### config.mk
export PLATFORM = sky130hd
export DESIGN_NAME = serial_paralelo_rx
export DESIGN_NICKNAME = d
export VERILOG_FILES = /design/src/rtl/serial_paralelo_rx_pkg.sv /design/src/rtl/sp_shifter.sv /design/src/rtl/serial_paralelo_rx.sv
export SDC_FILE = /design/constraint.sdc
export NUM_CORES = 1
export LEC_CHECK = 0
export BUFFER_PORTS_ARGS = -buffer_cell sky130_fd_sc_hd__buf_4
export CORE_ASPECT_RATIO = 0.9
export CORE_MARGIN = 2
export CORE_UTILIZATION = 55
export CTS_BUF_LIST = sky130_fd_sc_hd__clkbuf_16
export CTS_CLUSTER_SIZE = 10
export DETAILED_ROUTE_END_ITERATION = 16
export MAX_ROUTING_LAYER = met4
export PLACE_DENSITY = 0.84
export SYNTH_ARGS = -nofsm -noshare
export SYNTH_HDL_FRONTEND = slang
export SYNTH_SLANG_ARGS = --single-unit
### constraint.sdc
create_clock -name clk_32f -period 1.9 [get_ports clk_32f]
set_input_delay 0.095 -clock clk_32f [delete_from_list [all_inputs] [get_ports clk_32f]]
set_output_delay 0.095 -clock clk_32f [all_outputs]
set_load 0.02 [all_outputs]
### src/rtl/serial_paralelo_rx_pkg.sv
// Symbols and state encodings shared by the serial transmit and receive paths,
// so both sides agree on COM/IDL by construction.
package serial_paralelo_rx_pkg;

    localparam logic [7:0] COM             = 8'hBC;
    localparam logic [7:0] IDL             = 8'h7C;
    localparam int         COM_NUM_DEFAULT = 4;

    typedef enum logic [1:0] {
        SEARCH = 2'd0,
        ALIGN  = 2'd1,
        ACTIVE = 2'd2
    } rx_state_t;

endpackage

### src/rtl/sp_shifter.sv
// Serial-in shift register plus 3-bit byte-phase counter for the receive path.
// o_nxt is the window including the bit being sampled on this edge.
module sp_shifter (
    input  logic       clk_32f,
    input  logic       reset,
    input  logic       i_data,
    input  logic       i_clr_cnt,
    input  logic       i_cnt_en,
    output logic [7:0] o_nxt,
    output logic       o_at_last_bit
);

    logic [7:0] r_sr;
    logic [2:0] r_bit_cnt;

    assign o_nxt         = {r_sr[6:0], i_data};
    assign o_at_last_bit = (r_bit_cnt == 3'd7);

    always_ff @(posedge clk_32f or posedge reset) begin
        if (reset) begin
            r_sr      <= 8'h00;
            r_bit_cnt <= 3'd0;
        end else begin
            r_sr <= o_nxt;
            // Clear wins so a COM found in SEARCH always restarts the byte phase.
            if (i_clr_cnt)
                r_bit_cnt <= 3'd0;
            else if (i_cnt_en)
                r_bit_cnt <= r_bit_cnt + 3'd1;
        end
    end

endmodule

### src/rtl/serial_paralelo_rx.sv
// Serial-to-parallel receiver: COM-based byte alignment, link bring-up after
// COM_NUM aligned COMs, then byte recovery with valid and idle indications.
module serial_paralelo_rx
    import serial_paralelo_rx_pkg::*;
#(
    parameter int COM_NUM = COM_NUM_DEFAULT
) (
    input  logic       clk_32f,
    input  logic       reset,
    input  logic       data_in,
    output logic [7:0] data_out,
    output logic       valid_out,
    output logic       byte_strobe,
    output logic       active,
    output logic       IDLE_OUT
);

    localparam logic [2:0] COM_NUM_W = 3'(COM_NUM);

    rx_state_t  r_state, w_state_nxt;
    logic [2:0] r_com_cnt, w_com_cnt_nxt, w_com_cnt_inc;
    logic [7:0] r_data, w_data_nxt;
    logic       r_valid, w_valid_nxt;
    logic       r_strobe, w_strobe_nxt;
    logic       r_active, w_active_nxt;
    logic       r_idle, w_idle_nxt;

    logic [7:0] w_nxt;
    logic       w_at_last_bit;
    logic       w_boundary;
    logic       w_clr_cnt;
    logic       w_cnt_en;

    sp_shifter u_shifter (
        .clk_32f       (clk_32f),
        .reset         (reset),
        .i_data        (data_in),
        .i_clr_cnt     (w_clr_cnt),
        .i_cnt_en      (w_cnt_en),
        .o_nxt         (w_nxt),
        .o_at_last_bit (w_at_last_bit)
    );

    assign w_boundary    = w_at_last_bit && (r_state != SEARCH);
    assign w_com_cnt_inc = r_com_cnt + 3'd1;

    always_ff @(posedge clk_32f or posedge reset) begin
        if (reset) begin
            r_state   <= SEARCH;
            r_com_cnt <= 3'd0;
            r_data    <= 8'h00;
            r_valid   <= 1'b0;
            r_strobe  <= 1'b0;
            r_active  <= 1'b0;
            r_idle    <= 1'b0;
        end else begin
            r_state   <= w_state_nxt;
            r_com_cnt <= w_com_cnt_nxt;
            r_data    <= w_data_nxt;
            r_valid   <= w_valid_nxt;
            r_strobe  <= w_strobe_nxt;
            r_active  <= w_active_nxt;
            r_idle    <= w_idle_nxt;
        end
    end

    always_comb begin
        w_state_nxt   = r_state;
        w_com_cnt_nxt = r_com_cnt;
        w_data_nxt    = r_data;
        w_valid_nxt   = r_valid;
        w_active_nxt  = r_active;
        w_idle_nxt    = r_idle;
        w_strobe_nxt  = 1'b0;
        w_clr_cnt     = 1'b0;
        w_cnt_en      = 1'b0;

        case (r_state)
            SEARCH: begin
                if (w_nxt == COM) begin
                    w_clr_cnt     = 1'b1;
                    w_com_cnt_nxt = 3'd1;
                    if (COM_NUM_W == 3'd1) begin
                        w_state_nxt  = ACTIVE;
                        w_active_nxt = 1'b1;
                    end else begin
                        w_state_nxt = ALIGN;
                    end
                end
            end

            ALIGN: begin
                w_cnt_en = 1'b1;
                if (w_boundary) begin
                    if (w_nxt == COM) begin
                        w_com_cnt_nxt = w_com_cnt_inc;
                        if (w_com_cnt_inc == COM_NUM_W) begin
                            w_state_nxt  = ACTIVE;
                            w_active_nxt = 1'b1;
                        end
                    end else begin
                        w_com_cnt_nxt = 3'd0;
                        w_state_nxt   = SEARCH;
                    end
                end
            end

            ACTIVE: begin
                w_cnt_en = 1'b1;
                if (w_boundary) begin
                    w_strobe_nxt = 1'b1;
                    if (w_nxt == COM) begin
                        w_valid_nxt = 1'b0;
                    end else if (w_nxt == IDL) begin
                        w_valid_nxt = 1'b0;
                        w_idle_nxt  = 1'b1;
                    end else begin
                        w_data_nxt  = w_nxt;
                        w_valid_nxt = 1'b1;
                        w_idle_nxt  = 1'b0;
                    end
                end
            end

            // Unused encoding 3 falls back to a fresh search.
            default: begin
                w_state_nxt   = SEARCH;
                w_com_cnt_nxt = 3'd0;
            end
        endcase
    end

    assign data_out    = r_data;
    assign valid_out   = r_valid;
    assign byte_strobe = r_strobe;
    assign active      = r_active;
    assign IDLE_OUT    = r_idle;

endmodule
### Word-level counts from Yosys, hierarchy flattened

Cells that the tools add are included.

* bits in registers: 27

* add/subtract/negate cells: 2
* equality and inequality tests: 9
* muxes and demuxes: 19
* bitwise gates (word level): 3
* reduce and logical (&&, ||, !) cells: 11

Operator list (count)
* two-way mux 3 bit: 5
* AND reduction 4 bit: 3
* case mux 3 bit (3 select lines): 1
* == test 8 x 7 -> 1 bit (second input constant): 1
* == test 8 bit (second input constant): 1
* two-way mux 1 bit: 8
* two-way mux 2 bit: 4
* adder 3 x 1 -> 3 bit (second input constant): 2
* == test 3 bit (second input constant): 2
* case mux 2 bit (3 select lines): 1
* AND reduction 3 bit: 2
* != test 2 bit (second input constant): 2
* nonzero test 2 bit: 2
* != test 3 bit (second input constant): 1
* inverter 1 bit: 3
* == test 2 x 1 -> 1 bit (second input constant): 1
* == test 2 bit (second input constant): 1
* logical NOT 2 bit: 1
* AND reduction 2 bit: 1
* OR reduction 2 bit: 1
* logical AND 1 bit: 1

### Longest topological paths before layout

Gate-level depths: netlist of the first run.

* word-level depth: 6
* depth in mapped cells: 9
* mapped depth without buffers: 7

### Hierarchy

From an unflattened synthesis of the first run, not the netlist that was laid out.

* cell total of the unflattened synthesis: 93
* area total of the unflattened synthesis: 1189.9 um2

Modules (own cells, without submodules)
* serial_paralelo_rx: instances 1, cells each 73, area each 863.3 um2, seq. area each 425.4 um2
* sp_shifter: instances 1, cells each 20, area each 326.6 um2, seq. area each 250.2 um2

### Worst setup path after synthesis of the first run

OpenSTA, ideal clock, no wires.

* kind: reg2reg
* start: register r_state[0]
* end: register r_com_cnt[1]
* arrival: 1.489 ns
* slack: 0.284 ns
* cell stages (with the launch flop): 8
* buffers on the path: 1
* period minus slack after synthesis: 1.616 ns
* cells stage by stage: dfrtp_1 inv_1 ha_1 buf_2 nand2b_1 a21oi_2 a21boi_1 o22ai_1

* longest elaborated chain between the ends: 4

RTL lines
* start, declared: RTL line serial_paralelo_rx.sv:20 `rx_state_t r_state, w_state_nxt;`
* start signal, assigned: RTL line serial_paralelo_rx.sv:57 `r_state <= w_state_nxt;`
* nonzero test 2 bit: RTL line serial_paralelo_rx.sv:44 `assign w_boundary = w_at_last_bit && (r_state != SEARCH);`
* logical AND 1 bit: RTL line serial_paralelo_rx.sv:44
* != test 2 bit (no source line)
* AND reduction 3 bit (no source line)
* end signal, assigned: RTL line serial_paralelo_rx.sv:58 `r_com_cnt <= w_com_cnt_nxt;`
* end, declared: RTL line serial_paralelo_rx.sv:21 `logic [2:0] r_com_cnt, w_com_cnt_nxt, w_com_cnt_inc;`

Parallel ways exist; a longest one is shown, timed or not.
A chain may end at the register's enable or synchronous reset.

### Worst setup path after layout of the first run

* start: register r_state[0]
* end: register r_data[4] (netlist: data_out[4])

* longest elaborated chain between the ends: 3

RTL lines
* nonzero test 2 bit: RTL line serial_paralelo_rx.sv:44
* logical AND 1 bit: RTL line serial_paralelo_rx.sv:44
* AND reduction 4 bit (no source line) *
* end signal, assigned: RTL line serial_paralelo_rx.sv:59 `r_data <= w_data_nxt;`
* end, declared: RTL line serial_paralelo_rx.sv:22 `logic [7:0] r_data, w_data_nxt;`

Mark *: on every way between the ends. The rest lies on a longest branch, timed or not.

==> metrics.md, run 1 <==
| Metric | Value |
|---|---|
| Status | `finished, final reports clean` |
| Sequential share of the synthesized area | `55.0%` |
| # IOs | `15` |
| Area Growth Syn to Fin | `20.3%` |
| #FFs+latches synth | `27` |
| CTS tree | `done` |
| Post-synth EDFFs | `0` |
| VDD IR max | `0.745 mV` |
| H-tree depth | `1` |
| Setup crit start | `r_state[0]` |
| Post-synth top flop | `dfrtp_1` |
| Final HPWL DP | `1.60 mm` |
| Flop-to-flop setup slack | `0.11 ns` |
| Finish-stage setup viols | `0` |
| Syn_area_per_cell | `12.2 µm²` |
| Maximum clock path buffer count | `2` |
| Initial antenna violation count | `0` |
| Max Fclk | `560 MHz` |
| GRT Total Usage | `22.3%` |
| GPL Wtd Cong | `0.871` |
| Starting density of the core | `a little under three fifths` |
| P per Cell Area | `959 nW/µm²` |
| Fin crit share | `94.0%` |
| Drt via density | `5.78` |
| Total gr overflow | `0` |
| Worst-Margin Slew | `0.328 ns` |
| First-pass GRT wire length | `4.13 mm` |
| 1st-iter DRT viols | `28` |
| DRC | `0` |
| Synthesized instance count | `101` |
| Required time of the worst setup path | `approximately 2 ns` |
| Antenna cells | `0` |
| Clk root buf | `clkbuf_16` |
| Post-Syn Nets | `roughly 110` |
| Synth area leaders | `dfrtp_1, ha_1, a21oi_1` |
| Setup_tns | `0 ns` |
| Filler cell count | `152` |
| # hold bufs at CTS | `2` |
| Crit start category | `register` |
| Min cycle time layout | `1.79 ns` |
| RR Endpoint | `data_out[4]` |
| M1 WL | `around 1.2 mm` |
| RSZ-0062 raised after global routing | `no` |
| Final Hold Viols | `0` |
| Vias in the first global route | `872` |
| Setup Crit Path Kind | `reg2reg` |
| Fraction of registers with async set/reset | `100%` |
| Clock latency on the worst-skew pair | `0.26 ns` |
| Pins Over Slew Limit | `0` |
| Clock sinks | `27` |
| WL/cell | `approximately 17 µm` |
| CP Capture Point | `data_out[4]` |
| Leak | `about 0.0007 µW` |
| Post CTS Setup Buffer Count | `0` |
| Non-filler instance count after layout | `about 150` |
| Worst Path Max Fanout | `6` |
| Highest metal layer with signal wires | `met4` |
| Worst-path clk slew | `~0.070 ns` |
| Synth cell types | `37` |
| TritonRoute pass-1 iters | `4` |
| # rows | `16` |
| PortBufs | `14` |
| Max cap viols | `0` |
| Largest net degree at the start of global routing | `28` |
| Synth top area share | `55.0%` |
| Mapped Area | `roughly 1200 µm²` |
| Met2 wire length | `1.23 mm` |
| Slew margin rel. | `78.1%` |
| CORE AREA | `2140 µm²` |
| Yosys top cell by area | `dfrtp_1` |
| Clock Skews | `0.00892 ns` |
| TritonCTS buffer count | `3` |
| Die ar. | `2630 µm²` |
| Routed WL | `about 2.5 mm` |
| Hold Path Class | `reg2reg` |
| Die width | `~54 µm` |
| Via Count | `around 860` |
| Placed cells | `~140` |
| Path depth of the worst reg2reg path | `6` |
| Worst EP arrival | `1.94 ns` |
| Final ANT Viol Nets | `0` |
| Share of layout cells above drive strength 1 | `27.3%` |
| DIE HEIGHT | `48.8 µm` |
| Cts repair resizes | `0` |
| Fin nets | `132` |
| Met3 WL | `65 µm` |
| Critical Path End Type | `register` |
| R2R Path Start | `r_state[0]` |
| Ys Warns | `0` |
## cells in the mapped netlist (2+ instances only)
library cell,count
nor3_1,2
mux2i_1,3
o211ai_1,2
o22a_1,2
ha_1,7
inv_1,8
dfrtp_1,27
o22ai_1,4
buf_2,2
mux2_4,2
a22o_2,2
nand2_1,5
a21oi_1,6
nor2_1,2
a31oi_1,2
nand3_1,4
## worst min path at each step
stage / from / slack, ns / cells after the start / to
3_5_place_dp: reset / 0.18 / 3 / r_state[0]
4_1_cts: u_shifter.r_sr[3] / 0.42 / 0 / u_shifter.r_sr[4]
3_3_place_gp: reset / 0.17 / 3 / r_state[0]
5_1_grt: u_shifter.r_sr[3] / 0.42 / 0 / u_shifter.r_sr[4]
6_report: u_shifter.r_sr[3] / 0.42 / 0 / u_shifter.r_sr[4]
2_1_floorplan: data_in / 0.13 / 0 / u_shifter.r_sr[0]
## power breakdown
group | switching (µW) | internal, µW
logic | 142 | 121
registers | 42.1 | 625
clock network | 200 | 286
## final cells by class
| class | instances | area, µm² | share of cell area [%] |
|---|---|---|---|
| multi-input cells | 61 | 497 | 33.6 |
| repair buffers | 20 | 155 | 10.5 |
| flip-flops and latches | 27 | 676 | 45.7 |
| clock buffers | 3 | 75.1 | 5.08 |
| inverters | 9 | 33.8 | 2.29 |
| well taps | 27 | 33.8 | 2.29 |
| clock inverters | 1 | 7.51 | 0.508 |
## sequential cells by signal, summed over array words and instances, names as in the netlist
| register | count |
|---|---|
| u_shifter.r_bit_cnt | 3 |
| data_out | 8 |
| valid_out | 1 |
| active | 1 |
| u_shifter.r_sr | 7 |
| r_state | 2 |
| r_com_cnt | 3 |
| byte_strobe | 1 |
| IDLE_OUT | 1 |
## worst max-delay path, stage by stage (launching register included)
cell,delay [ns]
dfrtp_1,0.39
inv_1,0.09
ha_1,0.30
nor2b_2,0.17
nand2_1,0.17
a21o_4,0.26
mux2_4,0.31
## per-layer routing
layer / GRT usage [%] / vias to the layer above
met1: 33.0 / 434
li1: - / 402
met4: 7.69 / 0
met3: 3.07 / 2
met5: - / -
met2: 31.7 / 18
## cell usage in the layout, fill, tap and decap left out, drive strengths merged
cell / n
a311oi: 1
a21oi: 7
dlygate4sd3: 2
and3: 1
a21boi: 1
a21o: 1
o21a: 1
buf: 18
clkinvlp: 1
nand4: 1
nand2b: 1
mux2: 2
nand2: 5
a31oi: 2
nor2: 2
nor3: 2
mux2i: 3
a211oi: 1
nand4b: 1
clkbuf: 3
o211ai: 2
and4: 1
o22ai: 4
xor2: 1
nand3: 4
ha: 7
inv: 9
and4bb: 1
dfrtp: 27
a41o: 1
xnor2: 1
a22o: 2
o22a: 2
nor2b: 2
o41a: 1
## cells by family after synthesis
kind of cell / after synthesis / share of synthesized area (%)
AO/OA/AOI/OAI: 26 / 16.5
XOR/XNOR: 2 / 1.43
adder cells (fa/ha/maj): 7 / 7.13
buffers and inverters: 13 / 4.58
flip-flops: 27 / 55.0
multiplexers: 5 / 4.89
AND/OR/NAND/NOR: 21 / 10.5
## per-stage QoR
| stage | power (µW) | hold slack (ns) | utilization (%) | cell area (µm²) | setup WS [ns] |
|---|---|---|---|---|---|
| 2_1_floorplan | 854 | 0.126 | - | 1230 | 0.284 |
| 3_3_place_gp | 906 | 0.171 | 64.2 | 1380 | 0.244 |
| 3_5_place_dp | 925 | 0.178 | 64.2 | 1380 | 0.171 |
| 4_1_cts | 1420 | 0.418 | 69.0 | 1480 | 0.114 |
| 5_1_grt | 1480 | 0.421 | 69.0 | 1480 | 0.0400 |
| 6_report | 1420 | 0.416 | 69.0 | 1480 | 0.113 |
No activity file was read; power rests on OpenSTA's default activity.
==> run 2: changes to the inputs <==
- ABC_CLOCK_PERIOD_IN_PS: unset -> 1900
- CORE_UTILIZATION: 55 -> 41
- CTS_CLUSTER_SIZE: 10 -> unset
- PLACE_DENSITY: 0.84 -> 0.68
==> run 2 against run 1 <==
Against the previous run: sequential power up 0.6%; clock-buffer cell count unchanged; first-iteration DRC count down 46%; register-to-register slack about the same; worst hold slack worse by 0.012 ns.
==> metrics.md, run 2 (synthesis gave the netlist of run 1 again) <==
| Metric | Value |
|---|---|
| Status | `finished, final reports clean` |
| Area Growth Syn to Fin | `21.3%` |
| Finish-stage setup viols | `0 (unchanged)` |
| Maximum clock path buffer count | `2 (unchanged)` |
| First-pass GRT wire length | `3.88 mm (-6.0%)` |
| Worst path depth | `7 (+1)` |
| Setup_tns | `0 ns (unchanged)` |
| Hold Path Class | `reg2reg` |
| H-tree depth | `1 (unchanged)` |
| 1st-iter DRT viols | `15 (-46%)` |
| GPL Wtd Cong | `0.852 (-2.2%)` |
| WP buf/inv | `1 (unchanged)` |
| Multi-input logic area | `497 µm² (unchanged)` |
| RR Endpoint | `data_out[6]` |
| Reg power frac | `48.5% (+1.4 points)` |
| Initial antenna violation count | `0 (unchanged)` |
| Max incr delay on CP | `0.40 ns (about the same)` |
| VDD IR max | `0.645 mV (-13%)` |
| Filler cell count | `257 (+69%)` |
| Commonest non-fill, non-tap cell in the layout | `dfrtp_1` |
| Worst-Margin Slew | `0.335 ns (+0.00657 ns)` |
| Largest net degree at the start of global routing | `28 (unchanged)` |
| Share of layout cells above drive strength 1 | `26.4% (-0.83 points)` |
| WL/cell | `14.0 µm (-17%)` |
| Fin crit share | `93.3% (-0.70 points)` |
| Worst EP arrival | `1.91 ns (-0.03 ns)` |
| Final Hold Viols | `0 (unchanged)` |
| Crit-path leading delay family | `flip-flops` |
| Clock network power share | `33.5% (-0.8 points)` |
| Sequential standard cell area | `676 µm² (unchanged)` |
| GRT Total Usage | `15.5% (-6.8 points)` |
| CP Capture Point | `data_out[6]` |
| Crit-path cells | `ha_1, ha_1, nor2b_2, nand2_1, buf_4, mux2i_1, o211ai_1` |
| Max reg flops | `8 (unchanged)` |
| Routed WL | `2.26 mm (-9.3%)` |
| PortBufs | `14 (unchanged)` |
| DRC | `0 (unchanged)` |
| # IOs | `15 (unchanged)` |
| Critical Path End Type | `register` |
| Slew margin rel. | `77.7% (-0.36 points)` |
| Pins Over Slew Limit | `0 (unchanged)` |
| Via Count | `845 (-1.3%)` |
| # rows | `18 (+2)` |
| Drt via density | `5.25 (-9.3%)` |
| Final Util | `53.4% (-16 points)` |
| Required time of the worst setup path | `2.03 ns (-0.02 ns)` |
| Antenna cells | `0 (unchanged)` |
| Clock sinks | `27 (unchanged)` |
| P_sw | `359 µW (-6.5%)` |
| DIE HEIGHT | `55.9 µm (+15%)` |
| Die width | `61.7 µm (+15%)` |
| TritonRoute pass-1 iters | `4 (unchanged)` |
| Max Fclk | `564 MHz (+0.75%)` |
| Setup Crit Path Kind | `reg2reg` |
| P per Cell Area | `929 nW/µm² (-3.1%)` |
| RSZ-0062 raised after global routing | `no` |
| Max cap viols | `0 (unchanged)` |
| Die ar. | `3450 µm² (+31%)` |
| TritonCTS buffer count | `3 (unchanged)` |
| Final ANT Viol Nets | `0 (unchanged)` |
| Starting density of the core | `44.0% (-13 points)` |
| Crit path max-delay cell type | `dfrtp_1` |
| Min cycle time layout | `1.77 ns (-0.0132 ns)` |
| P_int | `1030 µW (-0.70%)` |
| Switching share of power | `25.9% (-1.2 points)` |
| CTS tree | `done` |
| Post CTS Setup Buffer Count | `0 (unchanged)` |
| Most Frequent Cell on Critical Path | `ha_1` |
| Path depth of the worst reg2reg path | `7 (+1)` |
| Area after DPL | `1390 µm² (+1.2%)` |
| Worst-path clk slew | `0.06 ns (about the same)` |
| Crit start category | `register` |
| Vias in the first global route | `851 (-2.4%)` |
| Comb power frac | `17.9% (-0.7 points)` |
| Total gr overflow | `0 (unchanged)` |
| Clk root buf | `clkbuf_16` |
| Most frequent cells in the layout | `dfrtp_1, buf_4, inv_1, ha_1, a21oi_1` |
| Leak | `0.000707 µW (+0.74%)` |
| CORE AREA | `2790 µm² (+30%)` |
| Clock latency on the worst-skew pair | `0.26 ns (about the same)` |
| Design Area, Final | `1490 µm² (+0.85%)` |
| Worst Path Max Fanout | `7 (+1)` |
| Flop-to-flop setup slack | `0.13 ns (about the same)` |
| Fin nets | `132 (unchanged)` |
| Setup crit start | `u_shifter.r_bit_cnt[0]` |
| Final HPWL DP | `1.63 mm (+1.6%)` |
| R2R Path Start | `u_shifter.r_bit_cnt[0]` |
| Clock Skews | `0.00125 ns (-0.00768 ns)` |
[run 2: through the flow]
step	hold WS (ns)	std cells	total power (µW)	setup WS [ns]
finish	0.404	161	1380	0.126
global route	0.418	161	1460	0.00415
CTS	0.406	161	1390	0.119
detailed placement	0.179	155	927	0.167
global placement	0.176	155	905	0.234
floorplan	0.126	101	854	0.284
[run 2: routing by layer]
layer | vias up | GRT usage, % | part of all wire (%)
met3 | 4 | 4.88 | 5.3
met1 | 414 | 22.8 | 48
met2 | 23 | 20.5 | 45
li1 | 404 | - | -
met4 | 0 | 4.26 | 1.1
met5 | - | - | 0
[run 2: what timing repair did]
| action | in CTS | in global routing |
|---|---|---|
| endpoints found under the hold margin | 28 | 0 |
| resized for setup | 0 | 0 |
| hold buffers | 2 | 0 |
[run 2: power by group through the flow]
stage	combinational, µW	clock, µW	sequential [µW]
after global routing	284	499	676
after floorplan	188	0	666
after global placement	230	0	675
final	248	464	672
after CTS	251	472	669
after detailed placement	248	0	679
[run 2: layout make-up]
cell class / instances / share of cell area (%)
timing repair buffer: 20 / 10.4
inverter: 9 / 2.27
sequential: 27 / 45.3
clock inverter: 1 / 0.252
multi-input combinational: 61 / 33.3
tap: 40 / 3.36
clock buffer: 3 / 5.04
[run 2: worst min-delay path by stage]
stage               slack, ns               from                     end  cells past startpoint
floorplan                0.13            data_in       u_shifter.r_sr[0]                      0
global placement         0.18              reset  u_shifter.r_bit_cnt[1]                      3
detailed placement       0.18              reset  u_shifter.r_bit_cnt[0]                      3
CTS                      0.41  u_shifter.r_sr[0]       u_shifter.r_sr[1]                      0
global route             0.42  u_shifter.r_sr[0]       u_shifter.r_sr[1]                      0
finish                   0.40  u_shifter.r_sr[0]       u_shifter.r_sr[1]                      0
==> run 3: changes to the inputs <==
- CELL_PAD_IN_SITES_DETAIL_PLACEMENT: unset -> 1
- CELL_PAD_IN_SITES_GLOBAL_PLACEMENT: unset -> 2
- CORE_UTILIZATION: 41 -> 37
- PLACE_DENSITY: 0.68 -> 0.83
==> run 3 against run 2 <==
Against the previous run: sequential share of layout area fell by 0.19 points; non-clock buffer count did not move; final area rose by 0.42%; critical path depth did not move; sequential cell count did not move; die area rose by 10%; fmax rose by 2.4%; combinational power barely moved; via count fell by 0.24%; wire length rose by 8.4%; critical endpoint unchanged.
==> metrics.md, run 3 (synthesis gave the netlist of run 1 again) <==
| Metric | Value |
|---|---|
| Status | `finished, final reports clean` |
| Clock latency on the worst-skew pair | `0.26 ns (about the same)` |
| DRC | `0 (unchanged)` |
| TritonCTS buffer count | `3 (unchanged)` |
| Largest net degree at the start of global routing | `28 (unchanged)` |
| Routed WL | `2.45 mm (+8.4%)` |
| Worst EP arrival | `1.87 ns (-0.04 ns)` |
| WP buf/inv | `1 (unchanged)` |
| VDD IR max | `0.512 mV (-21%)` |
| Worst Path Max Fanout | `7 (unchanged)` |
| Max incr delay on CP | `0.39 ns (about the same)` |
| Die ar. | `3800 µm² (+10%)` |
| Max Fclk | `577 MHz (+2.4%)` |
| DIE HEIGHT | `58.7 µm (+4.9%)` |
| Clock sinks | `27 (unchanged)` |
| Commonest non-fill, non-tap cell in the layout | `dfrtp_1` |
| Slew margin rel. | `77.0% (-0.71 points)` |
| Drt via density | `5.17 (-1.5%)` |
| Final HPWL DP | `1.80 mm (+11%)` |
| Required time of the worst setup path | `2.04 ns (about the same)` |
| Fin crit share | `91.2% (-2.2 points)` |
| # rows | `19 (+1)` |
| Crit start category | `register` |
| Area Growth Syn to Fin | `21.8%` |
| Setup Crit Path Kind | `reg2reg` |
| Total gr overflow | `0 (unchanged)` |
| Pins Over Slew Limit | `0 (unchanged)` |
| WL/cell | `15.0 µm (+7.0%)` |
| Max reg flops | `8 (unchanged)` |
| Fin nets | `132 (unchanged)` |
| Critical Path End Type | `register` |
| CORE AREA | `3110 µm² (+12%)` |
| Starting density of the core | `39.5% (-4.5 points)` |
| P per Cell Area | `932 nW/µm² (+0.29%)` |
| R2R Path Start | `u_shifter.r_bit_cnt[0]` |
| GRT Total Usage | `15.7% (+0.21 points)` |
| Min cycle time layout | `1.73 ns (-0.0409 ns)` |
| PortBufs | `14 (unchanged)` |
| 1st-iter DRT viols | `12 (-3)` |
| Most frequent cells in the layout | `dfrtp_1, buf_4, inv_1, ha_1, a21oi_1` |
| Crit-path cells | `ha_1, ha_1, nor2b_2, nand2_1, buf_4, mux2i_1, o211ai_1` |
| Clk root buf | `clkbuf_16` |
| Worst-path clk slew | `0.07 ns (about the same)` |
| Setup_tns | `0 ns (unchanged)` |
| Worst-Margin Slew | `0.345 ns (+0.0107 ns)` |
| GPL Wtd Cong | `0.760 (-11%)` |
| Final Hold Viols | `0 (unchanged)` |
| Final Util | `48.1% (-5.3 points)` |
| Leak | `0.000702 µW (-0.73%)` |
| Most Frequent Cell on Critical Path | `ha_1` |
| First-pass GRT wire length | `4.42 mm (+14%)` |
| Via Count | `843 (-0.24%)` |
| # IOs | `15 (unchanged)` |
| Setup crit start | `u_shifter.r_bit_cnt[0]` |
| Finish-stage setup viols | `0 (unchanged)` |
| Share of layout cells above drive strength 1 | `27.3% (+0.83 points)` |
| CTS tree | `done` |
| Post CTS Setup Buffer Count | `0 (unchanged)` |
| Crit-path leading delay family | `flip-flops` |
| Vias in the first global route | `912 (+7.2%)` |
| RSZ-0062 raised after global routing | `no` |
| Maximum clock path buffer count | `2 (unchanged)` |
| Hold Path Class | `reg2reg` |
| Antenna cells | `0 (unchanged)` |
| Final ANT Viol Nets | `0 (unchanged)` |
| Die width | `64.7 µm (+4.9%)` |
| Clock Skews | `0.00553 ns (+0.00428 ns)` |
| Initial antenna violation count | `0 (unchanged)` |
| H-tree depth | `1 (unchanged)` |
| TritonRoute pass-1 iters | `4 (unchanged)` |
| Crit path max-delay cell type | `dfrtp_1` |
| HP Start | `u_shifter.r_sr[0]` |
| Max cap viols | `0 (unchanged)` |
## run 3: cell count changes in the layout (fill, tap and decap cells not counted)
| cell | previous run | this run |
|---|---|---|
| clkinvlp_4 | 0 | 1 |
| inv_1 | 9 | 8 |
## run 3: per-layer routing
layer	wire length (µm)	part of all wire, %	vias up	track usage, %
met2	1170	48	8	24.3
met5	0	0	-	-
met3	44	1.8	2	2.49
li1	-	-	407	-
met4	13	0.53	0	4.56
met1	1220	50	426	21.5
## run 3: final timing paths
kind	cells after the start	slack, ns	endpoint
min in group asynchronous	4	0.45	data_out[2]
worst max register to register	7	0.17	data_out[6]
worst min register to register	0	0.41	u_shifter.r_sr[1]
worst min-delay path	0	0.41	u_shifter.r_sr[1]
max in group asynchronous	4	1.19	r_com_cnt[0]
worst max-delay path	7	0.17	data_out[6]
## run 3: area by class of cell
class	count	area, µm²
flip-flops and latches	27	676
well taps	42	52.6
multi-input cells	61	497
repair buffers	20	155
fillers	321	1620
clock buffers	3	75.1
clock inverters	1	7.51
inverters	9	33.8
## run 3: power breakdown
group	switching, µW	total (µW)	leakage [µW]	internal [µW]
sequential	42.0	668	0.000343	626
clock	192	478	0.0000371	286
combinational	132	249	0.000322	116
## run 3: stage by stage
| stage | power (µW) | instance area (µm²) | hold WS (ns) | cells | worst slack (ns) |
|---|---|---|---|---|---|
| 6_report | 1390 | 1500 | 0.414 | 163 | 0.167 |
| 5_1_grt | 1490 | 1500 | 0.420 | 163 | 0.0378 |
| 4_1_cts | 1420 | 1500 | 0.412 | 163 | 0.148 |
| 3_5_place_dp | 928 | 1390 | 0.184 | 157 | 0.160 |
| 3_3_place_gp | 912 | 1390 | 0.182 | 157 | 0.244 |
| 2_1_floorplan | 854 | 1230 | 0.126 | 101 | 0.284 |
## run 3: timing repair
| item | in CTS | in global routing |
|---|---|---|
| endpoints found under the setup margin | 0 | 0 |
| endpoints found under the hold margin | 28 | 0 |
| gates resized for setup | 0 | 0 |
| hold buffers | 2 | 0 |
